<file path="config.mk">
export PLATFORM = sky130hd
export DESIGN_NAME = decoder_2_to_4_dfl
export DESIGN_NICKNAME = d
export VERILOG_FILES = /design/src/rtl/decoder_2_to_4_dfl_pkg.sv /design/src/rtl/decoder_2_to_4_dfl_core.sv /design/src/rtl/decoder_2_to_4_dfl.sv
export SDC_FILE = /design/constraint.sdc
export NUM_CORES = 1
export LEC_CHECK = 0
export ABC_AREA = 1
export CORE_AREA = 2 2 39 41
export CTS_CLUSTER_DIAMETER = 100
export DETAILED_ROUTE_END_ITERATION = 6
export DIE_AREA = 0 0 41 43
export GPL_ROUTABILITY_DRIVEN = 0
export REMOVE_ABC_BUFFERS = 1
export SLEW_MARGIN = 40
export SYNTH_ARGS = -nofsm -noshare
export SYNTH_HDL_FRONTEND = slang
export SYNTH_SLANG_ARGS = --single-unit
</file>
<file path="constraint.sdc">
create_clock -name clk -period 0.8 [get_ports clk]
set_input_delay 0.24 -clock clk [delete_from_list [all_inputs] [get_ports clk]]
set_output_delay 0.24 -clock clk [all_outputs]
set_load 0.1 [all_outputs]
</file>
<file path="src/rtl/decoder_2_to_4_dfl_pkg.sv">
// Shared types and constants for the 2-to-4 decoder slice.
// Address and one-hot line encodings used by the core and the top.
package decoder_2_to_4_dfl_pkg;

  typedef logic [1:0] addr_t;
  typedef logic [3:0] line_t;

  localparam line_t LINE_NONE = 4'b0000;
  localparam line_t LINE_D0   = 4'b0001;
  localparam line_t LINE_D1   = 4'b0010;
  localparam line_t LINE_D2   = 4'b0100;
  localparam line_t LINE_D3   = 4'b1000;

endpackage

</file>
<file path="src/rtl/decoder_2_to_4_dfl_core.sv">
// Pure combinational 2-to-4 one-hot decode with enable.
// Enable gates the address so X on the address cannot leak when idle.
module dec2to4_core
  import decoder_2_to_4_dfl_pkg::*;
(
  input  logic  en,
  input  addr_t a,
  output line_t line
);

  always_comb begin
    line = LINE_NONE;
    if (en) begin
      unique case (1'b1)
        (a == 2'd0): line = LINE_D0;
        (a == 2'd1): line = LINE_D1;
        (a == 2'd2): line = LINE_D2;
        (a == 2'd3): line = LINE_D3;
        default:     line = LINE_NONE;
      endcase
    end
  end

endmodule

</file>
<file path="src/rtl/decoder_2_to_4_dfl.sv">
// 2-to-4 decoder with optional output register, selectable polarity
// and a register holding the address of the last enabled decode.
module decoder_2_to_4_dfl
  import decoder_2_to_4_dfl_pkg::*;
#(
  parameter bit REGISTERED     = 1'b0,
  parameter bit OUT_ACTIVE_LOW = 1'b0
) (
  input  logic       clk,
  input  logic       rst,
  input  logic       EN,
  input  logic       A1,
  input  logic       A0,
  output logic       D0,
  output logic       D1,
  output logic       D2,
  output logic       D3,
  output logic       any_active,
  output logic [1:0] last_code
);

  addr_t addr;
  line_t dec_line;
  line_t out_line;
  line_t pin_line;

  assign addr = {A1, A0};

  dec2to4_core u_core (
    .en  (EN),
    .a   (addr),
    .line(dec_line)
  );

  generate
    if (REGISTERED) begin : g_reg
      line_t line_q;
      always_ff @(posedge clk or posedge rst) begin
        if (rst) line_q <= LINE_NONE;
        else     line_q <= dec_line;
      end
      assign out_line = line_q;
    end else begin : g_comb
      assign out_line = dec_line;
    end
  endgenerate

  always_ff @(posedge clk or posedge rst) begin
    if (rst)     last_code <= 2'b00;
    else if (EN) last_code <= addr;
  end

  // Polarity applies to the pins only; any_active stays logical.
  assign any_active = |out_line;
  assign pin_line   = OUT_ACTIVE_LOW ? ~out_line : out_line;
  assign {D3, D2, D1, D0} = pin_line;

endmodule

</file>
Word level (Yosys, flattened, before mapping)
Index checks and enable logic that the tools add are counted.
Widths: inputs -> output; s select.
- flip-flop bits (word level): 2
- output and inout port bits: 7
- word-level logic and storage cells: 8
- equality and inequality tests: 3
- mux-type cells: 2
- reductions and logical operators: 2
- operators with widths (kind ; number):
    $pmux 4 s4 ; 1
    $eq 2x2->1 const B ; 2
    $mux 4 ; 1
    $reduce_or 4->1 ; 1
    $eq 2x1->1 const B ; 1
    $logic_not 2->1 ; 1

Depth between registers and ports, before layout
Gate-level depths: netlist of the first run.
- depth after elaboration: 4
- mapped depth: 3
- mapped depth without buffers: 3

Hierarchy
From an unflattened synthesis of the first run, not the netlist that was laid out.
- cells, all modules: 21
- area, all modules: 121.4 um^2
- by module, submodules not included (module ; times used ; cells an instance ; area an instance (um^2) ; sequential area each (um^2)):
    decoder_2_to_4_dfl ; 1 ; 13 ; 91.3 ; 50.0
    dec2to4_core ; 1 ; 8 ; 30.0 ; 0.0

Worst setup path after synthesis of the first run
Ideal clock, no wire load.
- kind: input -> output
- from: in A1
- to: out D0
- arrival time: 1582 ps
- data required time: 560 ps
- setup slack: -1022 ps
- stages: 3
- buffers on the path: 0
- cells stage by stage: inv_1 > nand2_1 > nor2_1
- longest elaborated chain between the ends: 3
- elaborated cells between the ends (all ways): 6
- ends and longest elaborated chain (what ; RTL line ; source):
    start, declared ; decoder_2_to_4_dfl.sv:12 ; input logic A1,
    $eq 2x2->1 (tied with other cells) ; decoder_2_to_4_dfl_core.sv:18 ; (a == 2'd3): line = LINE_D3;
    $pmux 4 s4 (*) ; decoder_2_to_4_dfl_core.sv:14 ; unique case (1'b1)
    $mux 4 (*) ; decoder_2_to_4_dfl_core.sv:13 ; if (en) begin
    end, declared ; decoder_2_to_4_dfl.sv:14 ; output logic D0,
Mark *: on every way between the ends. The rest lies on a longest branch, timed or not.

Worst setup path after layout of the first run
- from: reg last_code[1]
- to: out last_code[1]
- RTL lines (what ; RTL line ; source):
    start, declared ; decoder_2_to_4_dfl.sv:19 ; output logic [1:0] last_code
    start signal, assigned ; decoder_2_to_4_dfl.sv:50 ; else if (EN) last_code <= addr;
No word-level cell between the ends.

==> results of run 1 <==
==> final timing paths <==
check / startpoint / endpoint / slack [ns] / cells after the start
worst max-delay path: last_code[1]$_DFFE_PP0P_ / last_code[1] / -0.24 / 1
worst min-delay path: rst / last_code[0]$_DFFE_PP0P_ / 0.17 / 2
worst max register to register: last_code[1]$_DFFE_PP0P_ / last_code[1]$_DFFE_PP0P_ / -0.07 / 4
worst min register to register: last_code[0]$_DFFE_PP0P_ / last_code[0]$_DFFE_PP0P_ / 0.62 / 3
max in group asynchronous: rst / last_code[1]$_DFFE_PP0P_ / 0.52 / 2
min in group clk: A0 / last_code[0]$_DFFE_PP0P_ / 0.35 / 4
==> worst reg2reg max path, delay by kind of cell, from the launching register on <==
| kind | cells | cell delay (ns) |
|---|---|---|
| flops | 1 | 0.40 |
| buf+inv | 2 | 0.27 |
| simple gates | 2 | 0.09 |
==> Yosys cell counts <==
cell type                  n
sky130_fd_sc_hd__dfrtp_1   2
sky130_fd_sc_hd__inv_1     4
sky130_fd_sc_hd__nand2_1   7
sky130_fd_sc_hd__clkbuf_1  1
sky130_fd_sc_hd__nor2_1    4
==> per-layer routing <==
| layer | routed length [um] | vias to the layer above | global-route usage |
|---|---|---|---|
| li1 | - | 94 | - |
| met1 | 144 | 79 | 0.0479 |
| met2 | 279 | 12 | 0.0969 |
| met3 | 75 | 0 | 0.0576 |
| met4 | 0 | 0 | 0.0800 |
| met5 | 0 | - | 0 |
==> stage by stage <==
step           hold slack (ns)  worst slack (ns)
6_report                 0.171            -0.240
3_3_place_gp             0.402            -0.682
4_1_cts                  0.166            -0.258
2_1_floorplan          -0.0188             -1.02
5_1_grt                  0.187            -0.267
3_5_place_dp             0.401            -0.685
==> power by group <==
part / switching (mW) / leakage (nW) / internal, mW
clock: 0.0590 / 0.0138 / 0.166
sequential: 0.00931 / 0.0244 / 0.111
combinational: 0.215 / 0.189 / 0.160
total: 0.284 / 0.227 / 0.436
==> layout make-up <==
cell class,instances,area (um^2),area share
flip-flops and latches,2,50.0,0.103
multi-input cells,11,95.1,0.195
inverters,4,25.0,0.0514
repair buffers,19,274,0.563
well taps,16,20.0,0.0411
clock buffers,3,22.5,0.0463
==> cell families after synthesis <==
family,Yosys count
DFF,2
and+or+nand+nor,11
buffers and inverters,5
==> timing repair <==
| action | in CTS | in global routing |
|---|---|---|
| cloned | 0 | 0 |
| endpoints found under the setup margin | 9 | 7 |
| pin swaps | 6 | 5 |
| gates resized for setup | 36 | 8 |
| setup buffers | 3 | 1 |
==> implementation parameters, run 1 <==
Parameter                              Value

Timing
  Normalized max-slew margin ... 0.912
  Setup TNS ... -1.17 ns
  Tightest Pin Transition ... 0.131 ns
  Final Cycle Share ... 1.30
  Final Max Tran Viols ... 0
  Final min period ... 1.04 ns
  Max frequency ... 962 MHz
  Hold violation total from the final report ... 0
  Fin Clk Skew ... 0 ns
  Number of setup violations in the final report ... 8
  RSZ-0062 raised after global routing ... yes
  Final WS setup ... -0.240 ns

Floorplanning
  Floorplan core area ... 1380 um^2
  I/O Pins ... 12
  Core Rows ... 14
  Die area ... 1760 um^2
  Die Ht ... 43 um
  Initial Util ... 0.0796
  Chip Width ... 41 um

Clocking
  Cts hold-fix bufs ... 0
  Clock tree buffer depth ... 2
  Root buffer selected by CTS ... sky130_fd_sc_hd__clkbuf_4
  Total clock sinks ... 2
  Number of buffers inserted during clock tree synthesis ... 3
  Skew-Pair Late Insertion Delay ... 0.22 ns
  CTS tree ... built
  Clock transition at path regs ... 0.03 ns
  CTS HTree Levels ... 1

Finish
  Antenna cell count ... 0
  Biggest register ... last_code
  Commonest cells after routing, fill and taps aside ... sky130_fd_sc_hd__buf_12, sky130_fd_sc_hd__buf_4, sky130_fd_sc_hd__nand2_1
  Most common cell after layout, fill and taps aside ... sky130_fd_sc_hd__buf_12
  Fill cells ... 134
  Largest registers ... last_code: 2 flops
  Fraction of final layout cells with drive strength greater than 1 ... 0.744
  Number of non-filler instances in the completed layout ... 55
  Area growth from synthesis to layout ... 342%
  Number of nets in the layout ... 46
  Post-route design area ... 487 um^2
  Number of flip-flops under the largest register name ... 2
  Post-Route Utilization ... 0.352

Setup path
  Critical path type ... register to output pin
  Number of buffers and inverters on the critical path ... 1
  Highest fanout seen on the critical path ... 2
  CP cell instances ... buf_12
  Critical path startpoint category ... register
  CP endpoint kind ... output pin
  WP data required ... 0.56 ns
  Arrival time worst endpoint ... 0.80 ns
  Cell family contributing the most delay on the critical path ... flip-flops
  Slowest stage delay, CP ... 0.40 ns
  Critical path's slowest cell ... sky130_fd_sc_hd__dfrtp_1

Power and ir drop
  Worst IR drop on VDD ... 0.000515 V
  P per Cell Area ... 1480 nW/um^2
  PnR Total Power ... 720 uW
  Leakage power ... 0.227 nW

Yosys
  Ys Warns ... 0
  Mux cell area share after synthesis ... 0
  Xor/xnor share of the synthesized area ... 0
  Top post-synthesis cells by area ... sky130_fd_sc_hd__dfrtp_1, sky130_fd_sc_hd__nand2_1, sky130_fd_sc_hd__inv_1
  Fraction of post-synthesis cell area in the top cell type by area ... 0.455
  Synthesized instance count ... 18
  Seq/Total Area, Yosys ... 0.455
  Unique cell type count in the Yosys netlist ... 5
  Cell type with the highest aggregate area in the netlist ... sky130_fd_sc_hd__dfrtp_1
  Area share of fa/ha/maj cells after synthesis ... 0
  Area share of and/or/nand/nor cells after synthesis ... 0.375
  Area fraction in compound gates after synthesis ... 0
  Syn Std Cell Area ... 110 um^2
  Post-Synthesis Mean Instance Area ... 6.12 um^2
  Combinational family with the most area after synthesis ... simple AND/OR/NAND/NOR gates
  Number of storage elements in the synthesis netlist ... 2

Routing
  First-pass iteration count of the detailed router ... 1
  Total via count after detailed routing ... 185
  Number of nets with antenna violations after detailed routing ... 0
  Drt drc ... 0
  First-iteration detailed-routing DRC count ... 0
  Final routed wire length divided by cell count ... 9.07 um
  Vias per Instance ... 3.36
  Total Routed Length ... 499 um

Global routing
  Via count of the first global-routing pass ... 195
  Wire length of the first global-routing pass ... 738 um
  Leftover overflow at the end of global routing ... 0
  Antenna violations before repair ... 0
  Overall fraction of global-route tracks in use ... 0.0691
  Pin count of the biggest net entering global routing ... 5

Place
  Post-Place Cells ... 49
  Number of input and output port buffers inserted ... 11
  Placed instance area ... 344 um^2

Run status
  Violated checks ... setup timing
  Run status ... finished with violations

Job
  Maximum capacitance violations ... 0

Min path
  Hold WC Path Type ... input port to async pin
No activity file was read; power rests on OpenSTA's default activity.
==> run 2: changes to the inputs <==
--- a/config.mk
+++ b/config.mk
@@ -12,7 +12,8 @@
 export DIE_AREA = 0 0 41 43
 export GPL_ROUTABILITY_DRIVEN = 0
 export REMOVE_ABC_BUFFERS = 1
-export SLEW_MARGIN = 40
+export SLEW_MARGIN = 20
 export SYNTH_ARGS = -nofsm -noshare
 export SYNTH_HDL_FRONTEND = slang
 export SYNTH_SLANG_ARGS = --single-unit
+export TNS_END_PERCENT = 100
==> results of run 2 <==
The final DEF is identical to that of run 1; final timing and power are the same.
